<file path="config.mk">
export PLATFORM = sky130hd
export DESIGN_NAME = i2c_slave_regfile
export DESIGN_NICKNAME = d
export VERILOG_FILES = /design/src/rtl/i2c_slave_regfile.sv
export SDC_FILE = /design/constraint.sdc
export NUM_CORES = 1
export LEC_CHECK = 0
export BUFFER_PORTS_ARGS = -buffer_cell sky130_fd_sc_hd__buf_2
export CAP_MARGIN = 10
export CORE_MARGIN = 8
export CORE_UTILIZATION = 65
export CTS_BUF_LIST = sky130_fd_sc_hd__clkbuf_8
export DETAILED_ROUTE_END_ITERATION = 16
export PLACE_DENSITY = 0.83
export SLEW_MARGIN = 40
export SYNTH_ARGS = -nofsm -noshare
export SYNTH_HDL_FRONTEND = slang
export SYNTH_SLANG_ARGS = --single-unit
export TNS_END_PERCENT = 20
</file>
<file path="constraint.sdc">
create_clock -name clk -period 4 [get_ports clk]
set_input_delay 1.2 -clock clk [delete_from_list [all_inputs] [get_ports clk]]
set_output_delay 1.2 -clock clk [all_outputs]
set_load 0.01 [all_outputs]
</file>
<file path="src/rtl/i2c_slave_regfile.sv">
// I2C target with an internal 8-bit register file and auto-incrementing pointer.
// SCL/SDA are oversampled on clk. START/STOP are recognised from any state.
// Data is sampled on SCL rising edges. sda_oe changes on the clk after a detected SCL falling edge.
// Host port: host_we writes reg[host_addr] in the same clk. An I2C write to the same index in the same clk overrides it.
// wr_pulse is a single-clk strobe that qualifies wr_addr/wr_data. It has no backpressure.
module i2c_slave_regfile #(
  parameter logic [6:0] SLAVE_ADDR  = 7'h6B,
  parameter int         NUM_REGS    = 16,
  localparam int        PTR_W       = $clog2(NUM_REGS),
  parameter int         SYNC_STAGES = 2
) (
  input  logic             clk,
  input  logic             rst_n,
  input  logic             scl_i,
  input  logic             sda_i,
  output logic             sda_oe,
  input  logic             host_we,
  input  logic [PTR_W-1:0] host_addr,
  input  logic [7:0]       host_wdata,
  output logic [7:0]       host_rdata,
  output logic             wr_pulse,
  output logic [PTR_W-1:0] wr_addr,
  output logic [7:0]       wr_data,
  output logic             busy
);

  typedef enum logic [3:0] {
    S_IDLE,
    S_ADDR,
    S_ADDR_ACK,
    S_PTR,
    S_PTR_ACK,
    S_WDATA,
    S_WDATA_ACK,
    S_RDATA,
    S_RDATA_ACK,
    S_WAIT_STOP
  } state_t;

  state_t                 state;
  logic [SYNC_STAGES-1:0] scl_sync;
  logic [SYNC_STAGES-1:0] sda_sync;
  logic                   scl_d;
  logic                   sda_d;
  logic [2:0]             bit_cnt;
  logic                   byte_full;
  logic [7:0]             shreg;
  logic [PTR_W-1:0]       ptr;
  logic                   rd_mode;
  logic                   master_nack;
  logic [7:0]             regs [NUM_REGS];

  logic             scl_s;
  logic             sda_s;
  logic             scl_rise;
  logic             scl_fall;
  logic             start_det;
  logic             stop_det;
  logic             wdata_done;
  logic [PTR_W-1:0] ptr_inc;

  assign scl_s     = scl_sync[SYNC_STAGES-1];
  assign sda_s     = sda_sync[SYNC_STAGES-1];
  assign scl_rise  = scl_s & ~scl_d;
  assign scl_fall  = ~scl_s & scl_d;
  // A START is SDA falling while SCL stays high. A STOP is SDA rising while SCL stays high.
  assign start_det = scl_s & scl_d & sda_d & ~sda_s;
  assign stop_det  = scl_s & scl_d & ~sda_d & sda_s;
  // A complete data byte is committed on the SCL fall that opens its ACK slot.
  // START/STOP cannot coincide with that fall, because both need SCL high.
  assign wdata_done = (state == S_WDATA) && scl_fall && byte_full;
  // The pointer wraps modulo NUM_REGS because NUM_REGS is a power of two.
  assign ptr_inc    = ptr + PTR_W'(1'b1);
  assign host_rdata = regs[host_addr];

  // Synchronise the pads. The chains reset to 1, the idle bus level.
  always_ff @(posedge clk or negedge rst_n) begin
    if (!rst_n) begin
      scl_sync <= '1;
      sda_sync <= '1;
      scl_d    <= 1'b1;
      sda_d    <= 1'b1;
    end else begin
      scl_sync <= {scl_sync[SYNC_STAGES-2:0], scl_i};
      sda_sync <= {sda_sync[SYNC_STAGES-2:0], sda_i};
      scl_d    <= scl_s;
      sda_d    <= sda_s;
    end
  end

  // Register file. The I2C write is the later assignment, so it wins on an index collision.
  always_ff @(posedge clk or negedge rst_n) begin
    if (!rst_n) begin
      for (int i = 0; i < NUM_REGS; i++) regs[i] <= 8'h00;
    end else begin
      if (host_we)    regs[host_addr] <= host_wdata;
      if (wdata_done) regs[ptr]       <= shreg;
    end
  end

  // Protocol FSM and its registered outputs.
  // START and STOP take priority over the state-specific handling.
  always_ff @(posedge clk or negedge rst_n) begin
    if (!rst_n) begin
      state       <= S_IDLE;
      bit_cnt     <= 3'd7;
      byte_full   <= 1'b0;
      shreg       <= 8'h00;
      ptr         <= '0;
      rd_mode     <= 1'b0;
      master_nack <= 1'b0;
      sda_oe      <= 1'b0;
      busy        <= 1'b0;
      wr_pulse    <= 1'b0;
      wr_addr     <= '0;
      wr_data     <= 8'h00;
    end else begin
      wr_pulse <= 1'b0;
      if (start_det) begin
        // A partial byte is dropped here, and the pointer is left untouched.
        state     <= S_ADDR;
        bit_cnt   <= 3'd7;
        byte_full <= 1'b0;
        sda_oe    <= 1'b0;
      end else if (stop_det) begin
        state     <= S_IDLE;
        byte_full <= 1'b0;
        sda_oe    <= 1'b0;
        busy      <= 1'b0;
      end else begin
        case (state)
          S_ADDR, S_PTR, S_WDATA: begin
            if (scl_rise && !byte_full) begin
              shreg <= {shreg[6:0], sda_s};
              if (bit_cnt == 3'd0) byte_full <= 1'b1;
              else                 bit_cnt   <= bit_cnt - 3'd1;
            end else if (scl_fall && byte_full) begin
              byte_full <= 1'b0;
              if (state == S_ADDR) begin
                if (shreg[7:1] == SLAVE_ADDR) begin
                  state   <= S_ADDR_ACK;
                  sda_oe  <= 1'b1;
                  busy    <= 1'b1;
                  rd_mode <= shreg[0];
                end else begin
                  state  <= S_WAIT_STOP;
                  sda_oe <= 1'b0;
                  busy   <= 1'b0;
                end
              end else if (state == S_PTR) begin
                ptr    <= shreg[PTR_W-1:0];
                state  <= S_PTR_ACK;
                sda_oe <= 1'b1;
              end else begin
                state    <= S_WDATA_ACK;
                sda_oe   <= 1'b1;
                wr_pulse <= 1'b1;
                wr_addr  <= ptr;
                wr_data  <= shreg;
                ptr      <= ptr_inc;
              end
            end
          end
          S_ADDR_ACK: begin
            if (scl_fall) begin
              bit_cnt <= 3'd7;
              if (rd_mode) begin
                // The first read bit goes out on the fall that ends the ACK slot.
                state  <= S_RDATA;
                shreg  <= regs[ptr];
                sda_oe <= ~regs[ptr][7];
              end else begin
                state  <= S_PTR;
                sda_oe <= 1'b0;
              end
            end
          end
          S_PTR_ACK, S_WDATA_ACK: begin
            if (scl_fall) begin
              state   <= S_WDATA;
              bit_cnt <= 3'd7;
              sda_oe  <= 1'b0;
            end
          end
          S_RDATA: begin
            if (scl_fall) begin
              if (bit_cnt == 3'd0) begin
                state  <= S_RDATA_ACK;
                sda_oe <= 1'b0;
              end else begin
                sda_oe  <= ~shreg[6];
                shreg   <= {shreg[6:0], 1'b0};
                bit_cnt <= bit_cnt - 3'd1;
              end
            end
          end
          S_RDATA_ACK: begin
            if (scl_rise) master_nack <= sda_s;
            if (scl_fall) begin
              ptr <= ptr_inc;
              if (!master_nack) begin
                state   <= S_RDATA;
                bit_cnt <= 3'd7;
                shreg   <= regs[ptr_inc];
                sda_oe  <= ~regs[ptr_inc][7];
              end else begin
                state  <= S_WAIT_STOP;
                sda_oe <= 1'b0;
              end
            end
          end
          S_IDLE, S_WAIT_STOP: sda_oe <= 1'b0;
          default: begin
            state  <= S_IDLE;
            sda_oe <= 1'b0;
          end
        endcase
      end
    end
  end

endmodule

</file>
==> results of run 1 <==
## layer usage
metal | vias to the layer above | track usage (%)
li1 | 3779 | -
met1 | 4333 | 38.2
met2 | 670 | 48.7
met3 | 124 | 7.93
met4 | 0 | 14.4
met5 | - | 0
## sequential cells by signal, summed over array words and instances (netlist names), 2 cells and up
| register | flops |
|---|---|
| regs | 128 |
| shreg | 8 |
| wr_data | 8 |
| ptr | 4 |
| state | 4 |
| wr_addr | 4 |
| bit_cnt | 3 |
| scl_sync | 2 |
| sda_sync | 2 |
## through the flow
stage	total power [mW]	TNS (ns)
6_report	7.43	0
5_1_grt	7.79	-0.0205
4_1_cts	7.37	0
3_5_place_dp	6.03	-0.0180
3_3_place_gp	5.92	0
2_1_floorplan	5.23	0
## worst min path at each step
stage	startpoint	endpoint	slack [ns]	depth (start not counted)
floorplan	scl_sync[0]	scl_sync[1]	0.35	0
global placement	sda_sync[0]	sda_sync[1]	0.35	0
detailed placement	sda_sync[0]	sda_sync[1]	0.35	0
CTS	sda_sync[0]	sda_sync[1]	0.36	0
global route	sda_sync[0]	sda_sync[1]	0.37	0
finish	sda_sync[0]	sda_sync[1]	0.36	0
## layout make-up
| class | count | share of cell area (%) |
|---|---|---|
| multi-input cells | 741 | 54.3 |
| flip-flops and latches | 171 | 35.3 |
| repair buffers | 66 | 4.11 |
| well taps | 225 | 2.31 |
| clock buffers | 17 | 1.92 |
| clock inverters | 15 | 1.61 |
| inverters | 16 | 0.493 |
## cells in the mapped netlist, drive strengths merged, types with 7 or more instances
| cell | number |
|---|---|
| a21oi | 145 |
| dfrtp | 162 |
| or3 | 7 |
| mux4 | 111 |
| o21ai | 14 |
| dfstp | 9 |
| mux2i | 153 |
| nand2b | 9 |
| nand3b | 7 |
| inv | 16 |
| nor2 | 159 |
| o22ai | 8 |
| clkbuf | 45 |
| mux2 | 21 |
| nor3 | 9 |
| nand2 | 34 |
| buf | 41 |
| nand3 | 8 |
## power groups by stage
stage	Combinational (mW)	Sequential [mW]	Clock [mW]
6_report	3.25	2.84	1.34
5_1_grt	3.50	2.87	1.42
4_1_cts	3.22	2.79	1.36
3_5_place_dp	3.21	2.83	0
3_3_place_gp	3.11	2.80	0
2_1_floorplan	2.84	2.39	0
## worst max-delay path: cells and delay by family
kind | cells | cell delay, ns
buf+inv | 3 | 0.57
mux | 2 | 1.01
## placed cells by master, fill, tap and decap left out, types with 3 or more instances in the layout
| cell | netlist | final |
|---|---|---|
| or3_1 | 7 | 7 |
| buf_2 | 24 | 37 |
| ha_1 | 6 | 5 |
| buf_4 | 1 | 19 |
| o21ai_0 | 13 | 13 |
| a31oi_1 | 3 | 3 |
| mux4_2 | 107 | 107 |
| mux2i_1 | 153 | 153 |
| buf_12 | 1 | 5 |
| nand2b_1 | 9 | 9 |
| dfrtp_2 | 0 | 4 |
| nand2_1 | 34 | 34 |
| a211oi_2 | 4 | 4 |
| mux2_2 | 21 | 21 |
| mux4_1 | 4 | 4 |
| nor2b_1 | 6 | 6 |
| inv_1 | 15 | 15 |
| nand3_1 | 8 | 8 |
| dfrtp_1 | 162 | 158 |
| nor3_1 | 9 | 8 |
| dfstp_2 | 9 | 9 |
| nand3b_1 | 7 | 7 |
| a21oi_1 | 145 | 145 |
| inv_8 | 0 | 8 |
| o211ai_1 | 4 | 4 |
| o22ai_1 | 8 | 8 |
| clkbuf_8 | 0 | 18 |
| nor2_1 | 158 | 158 |
## cells by family after synthesis
| family | Yosys count |
|---|---|
| xor gates and xnor gates | 4 |
| AOI/OAI and AO/OA | 193 |
| buffers and inverters | 102 |
| adders and majority gates | 6 |
| and+or+nand+nor | 253 |
| muxes | 285 |
| DFF | 171 |
## what timing repair did
item | 4_1_cts | 5_1_grt
cloned | 0 | 1
resized for setup | 1 | 2
pin swaps | 0 | 0
endpoints found under the setup margin | 1 | 2
hold buffers | 0 | 0
==> metrics.md, run 1 <==
| Metric | Value |
|---|---|
| Period utilization | `between 90% and 100%` |
| Sequential area share after synthesis | `a little under two fifths` |
| R2R Path Start | `ptr[0]` |
| Fraction of layout cells with a size suffix above 1 | `around a quarter` |
| VDD IR max | `0.000350 V` |
| Number of global-route vias before repair | `around 8900` |
| Total power divided by cell area | `around 610 nW/um^2` |
| Via Count | `8906` |
| Main combinational cell family by area after synthesis | `multiplexers` |
| Sw power | `a little under 3 mW` |
| Mux contribution to synthesized area | `a little under two fifths` |
| Critical path type | `input pin to output port` |
| Max_slew headroom | `44.8%` |
| DR DRC count | `0` |
| Core area | `roughly 17000 sq um` |
| Synth Flop Type | `dfrtp_1` |
| DRT iter0 DRCs | `around 1100` |
| CTS tree | `yes` |
| Setup crit end kind | `output port` |
| Area post-placement | `about 12000 sq um` |
| Area share of the largest cell type after synthesis | `between 30 and 40%` |
| Max Cap Viol | `0` |
| Synth area leader | `dfrtp_1` |
| Ys async rst share | `100%` |
| Routed length on met3 | `roughly 3500 microns` |
| DIE HEIGHT | `148 microns` |
| Crit path launch type | `input pin` |
| Antenna violations before repair | `0` |
| Routed met2 length | `15600 microns` |
| Syn_nets | `between 1000 and 1500` |
| Share of power burned in combinational logic | `a little over two fifths` |
| Slowest stage cell, crit path | `mux4_2` |
| Largest net degree at the start of global routing | `81` |
| Top Ports | `40` |
| Clock Tree Buf Depth | `2` |
| Top cells by area, synth | `dfrtp_1 (36%), mux4_2 (21%), mux2i_1 (13%), a21oi_1 (6.4%), nor2_1 (5.2%)` |
| Crit Path Max Fanout | `5` |
| Number of I/O port buffers | `39` |
| Post-Syn Area | `roughly 11000 sq um` |
| Die Width | `about 150 microns` |
| Crit. Startpoint | `host_addr[0]` |
| Die Area | `~22000 sq um` |
| Reg2reg end | `shreg[2]` |
| Post-Layout Cell Count | `~1300` |
| Critical-path cell list | `clkbuf_4, buf_4, mux4_2, mux4_2, buf_2` |
| Worst Max-Slew Pin Slew | `0.827 ns` |
| Avg Vias per Cell | `slightly above 7` |
| Clock Root Buffer | `clkbuf_8` |
| Placed cells | `roughly 1200` |
| Status | `complete, no violations` |
| Flop pwr share | `around two fifths` |
| WP data arrival | `between 2 and 3 ns` |
| EDFF count, synth | `0` |
| # fillers | `1230` |
| CTS Buf Count | `17` |
| Cell count after synthesis | `1014` |
| Leakage dissipation | `slightly above 5 nW` |
| CP dominant cell by count | `mux4_2` |
| Postcts setup bufs | `0` |
| GP Congestion | `0.979` |
| Sw Share | `around 39%` |
| Register area | `4300 sq um` |
| R2r setup slk | `approximately 0.89 ns` |
| Dpl ws | `-0.0180 ns` |
| Final hold slack | `approximately 0.36 ns` |
| Detailed Route WL | `around 32000 microns` |
| Hold WC Path Type | `flip-flop to flip-flop` |
| Initial Utilization | `66.0%` |
| Post-synthesis xor/xnor area fraction | `less than 1%` |
| Final min period | `3.98 ns` |
| Worst Skew | `0.0149 ns` |
| Worst path required time | `approximately 2.8 ns` |
| Final Hold Viols | `0` |
| Row Count | `48` |
| Ant diodes | `0` |
| H-tree levels | `4` |
| Post-route ant nets | `0` |
| Routed len/inst | `roughly 26 microns` |
| Metal1 wirelength | `~12000 microns` |
| Hpwl dp | `22300 microns` |
| Tot GR Track Use | `30.4%` |
| Avg Cell Area, Syn | `11.2 sq um` |
| Clk Latency, worst-skew pair | `0.49 ns` |
| Synth cell types | `55` |
| Slew Viols, Final | `0` |
| Area of the multi-input gates | `~6600 sq um` |
| Adder-cell share of the synthesized area | `0.662%` |
| Top Metal Used | `met4` |
| Area growth syn-to-layout | `7.35%` |
| R2R cell count | `7` |
| Global-route wire length before repair | `between 50000 and 60000 microns` |
| Grt ovf | `0` |
| Synth Area in Compound Gates | `under 10%` |
| Clk slew on worst S/H paths | `0.10 ns` |
| Fin util | `between 70% and 80%` |
| Setup WS post-layout | `around 0.018 ns` |
| Crit-path max cell delay | `between 0.5 and 0.6 ns` |
| Synth Register Bits | `171` |
| Nets | `around 1000` |
| Synthesis warning total | `0` |
| Finish-stage setup viols | `0` |
| Clock power share | `a little under a fifth` |
| Internal power | `4.51 mW` |
| Detailed Routing Iterations Pass 1 | `5` |
| Clock sink count | `~170` |
| Post-route cell area | `between 10000 and 15000 sq um` |
| Worst Setup EP | `host_rdata[1]` |
| Maximum operating frequency | `approximately 250 MHz` |
| Simple-gate area share of the yosys netlist | `9.94%` |
Power figures use the tool's default switching activity.
==> run 2, diff against run 1 <==
--- a/config.mk
+++ b/config.mk
@@ -6,7 +6,6 @@
 export NUM_CORES = 1
 export LEC_CHECK = 0
 export BUFFER_PORTS_ARGS = -buffer_cell sky130_fd_sc_hd__buf_2
-export CAP_MARGIN = 10
 export CORE_MARGIN = 8
 export CORE_UTILIZATION = 65
 export CTS_BUF_LIST = sky130_fd_sc_hd__clkbuf_8
==> constraint.sdc (replaced) <==
create_clock -name clk -period 4.45 [get_ports clk]
set_input_delay 1.335 -clock clk [delete_from_list [all_inputs] [get_ports clk]]
set_output_delay 1.335 -clock clk [all_outputs]
set_load 0.01 [all_outputs]
==> run 2 against run 1 <==
- critical path depth unchanged
- die area unchanged
- sequential power is 11% lower
- setup slack improved by 0.074 ns
- clock power fell by 19%
==> metrics.md, run 2 (synthesis results as in run 1) <==
| Metric | Value |
|---|---|
| Worst Max-Slew Pin Slew | `0.806 ns (-0.0209 ns)` |
| WP data arrival | `3.02 ns (+0.24 ns)` |
| Total power divided by cell area | `540 nW/um^2 (-12%)` |
| Flop pwr share | `38.8% (+0.6 points)` |
| Share of power burned in combinational logic | `44.6% (+0.8 points)` |
| Commonest non-fill, non-tap cells in the layout | `dfrtp_1 (159), nor2_1 (158), mux2i_1 (153)` |
| Row Count | `48 (unchanged)` |
| R2r setup slk | `1.22 ns (+0.33 ns)` |
| Clk slew on worst S/H paths | `0.10 ns (about the same)` |
| Core area | `17200 sq um (unchanged)` |
| Fraction of layout cells with a size suffix above 1 | `24.7% (+0.049 points)` |
| Clock power share | `16.6% (-1.5 points)` |
| Largest register by flop count | `regs` |
| Period utilization | `a little over nine tenths` |
| GP Congestion | `0.951 (-2.8%)` |
| Maximum operating frequency | `229 MHz` |
| Setup TNS Final | `0 ns (unchanged)` |
| Slew Viols, Final | `0 (unchanged)` |
| Final Hold Viols | `0 (unchanged)` |
| Sw power | `2.60 mW (-11%)` |
| Die Width | `148 microns (unchanged)` |
| Via Count | `9001 (+1.1%)` |
| Post-CTS Hold Buffers | `0 (unchanged)` |
| RSZ-0062 raised after global routing | `false` |
| H-tree levels | `4 (unchanged)` |
| Worst path required time | `3.12 ns (+0.32 ns)` |
| DIE HEIGHT | `148 microns (unchanged)` |
| CTS tree | `yes` |
| Detailed Routing Iterations Pass 1 | `7 (+2)` |
| VDD IR max | `0.000378 V (+8.0%)` |
| Initial Utilization | `66.0% (unchanged)` |
| Largest net degree at the start of global routing | `84 (+3.7%)` |
| Clk Latency, worst-skew pair | `0.48 ns (about the same)` |
| Hold WC Path Type | `flip-flop to flip-flop` |
| Area growth syn-to-layout | `6.67%` |
| Commonest non-fill, non-tap cell in the layout | `dfrtp_1` |
| Number of I/O port buffers | `39 (unchanged)` |
| Max Cap Viol | `0 (unchanged)` |
| Sw Share | `39.8% (+0.49 points)` |
| Routed len/inst | `25.3 microns (-0.93%)` |
| Crit path launch type | `input pin` |
| Status | `complete, no violations` |
| Crit Path Max Fanout | `13 (+8)` |
| Global-route wire length before repair | `49900 microns (-2.0%)` |
| Final hold slack | `0.362 ns (+0.000712 ns)` |
| Worst Skew | `0.0159 ns (+0.00100 ns)` |
| Clock Root Buffer | `clkbuf_8` |
| Ant diodes | `0 (unchanged)` |
| Detailed Route WL | `31800 microns (-0.77%)` |
| Clock sink count | `171 (unchanged)` |
| Max_slew headroom | `46.2% (+1.4 points)` |
| Tot GR Track Use | `29.5% (-0.92 points)` |
| Number of global-route vias before repair | `9047 (+1.2%)` |
| Hpwl dp | `22500 microns (+0.74%)` |
| Critical path type | `input pin to output port` |
| Internal power | `3.93 mW (-13%)` |
| Grt ovf | `0 (unchanged)` |
| Antenna violations before repair | `0 (unchanged)` |
| Setup crit end kind | `output port` |
| CTS Buf Count | `17 (unchanged)` |
| Final min period | `between 4 and 5 ns` |
| Post-CTS sizing | `0 (-1)` |
| Post-route ant nets | `0 (unchanged)` |
| Top Ports | `40 (unchanged)` |
| Max reg flops | `128 (unchanged)` |
| Die Area | `21900 sq um (unchanged)` |
| Leakage dissipation | `5.08 nW (-0.58%)` |
| Clock Tree Buf Depth | `2 (unchanged)` |
| Power, Total | `6.53 mW (-12%)` |
| Nets | `1038 (+0.19%)` |
| Largest regs | `regs: 128 flops, shreg: 8 flops, wr_data: 8 flops` |
| Finish-stage setup viols | `0 (unchanged)` |
| Postcts setup bufs | `0 (unchanged)` |
| Avg Vias per Cell | `7.18 (+0.91%)` |
| DR DRC count | `0 (unchanged)` |
| DRT iter0 DRCs | `1043 (-1.1%)` |
| # fillers | `1201 (-2.4%)` |
[run 2: cell types whose count changed in the layout (fill, tap and decap cells not counted), moves of 2 or more]
cell / before / now
buf_4: 19 / 25
inv_6: 0 / 6
inv_8: 8 / 2
bufinv_16: 2 / 0
clkinv_8: 1 / 3
[run 2: critical path, cell delays in order]
cell and delay [ns]:
buf_2 0.26, buf_12 0.21, mux4_2 0.52, mux4_2 0.52, buf_2 0.17
[run 2: per-stage QoR]
stage | cell area [sq um] | std cells | setup slack [ns] | utilization [%]
after global routing | 12100 | 1253 | 0.0569 | 70.5
after detailed placement | 11700 | 1220 | 0.123 | 68.1
after CTS | 12100 | 1252 | 0.124 | 70.3
final | 12100 | 1253 | 0.0921 | 70.5
after floorplan | 11300 | 1014 | 0.299 | -
after global placement | 11700 | 1220 | 0.162 | 68.1
[run 2: layout make-up]
type / count / area (sq um) / area share (%)
inverter: 16 / 60.1 / 0.496
tap: 225 / 282 / 2.33
clock buffer: 17 / 234 / 1.93
sequential: 171 / 4290 / 35.5
clock inverter: 15 / 150 / 1.24
timing repair buffer: 68 / 472 / 3.90
multi-input combinational: 741 / 6610 / 54.6
[run 2: path summary, 6_finish.rpt]
path                       depth (start not counted)         start            end
max in group asynchronous                          2         rst_n       regs[14]
min                                                0   sda_sync[0]    sda_sync[1]
min in group asynchronous                          1         rst_n       regs[84]
min reg2reg                                        0   sda_sync[0]    sda_sync[1]
max reg2reg                                        7        ptr[0]       shreg[3]
max                                                5  host_addr[0]  host_rdata[5]
[run 2: power groups by stage]
stage / Sequential, mW / Combinational [mW] / Clock, mW
after global placement: 2.51 / 2.78 / 0
after floorplan: 2.15 / 2.56 / 0
after global routing: 2.57 / 3.13 / 1.15
after CTS: 2.50 / 2.89 / 1.09
final: 2.54 / 2.91 / 1.08
after detailed placement: 2.54 / 2.88 / 0
[run 2: routing by layer]
layer  track usage (%)  share of wire (%)  vias to the layer above
li1                  -                  -                     3789
met1              36.8                 36                     4470
met2              47.7                 50                      604
met3              6.81                9.6                      138
met4              14.9                4.4                        0
met5                 0                  0                        -
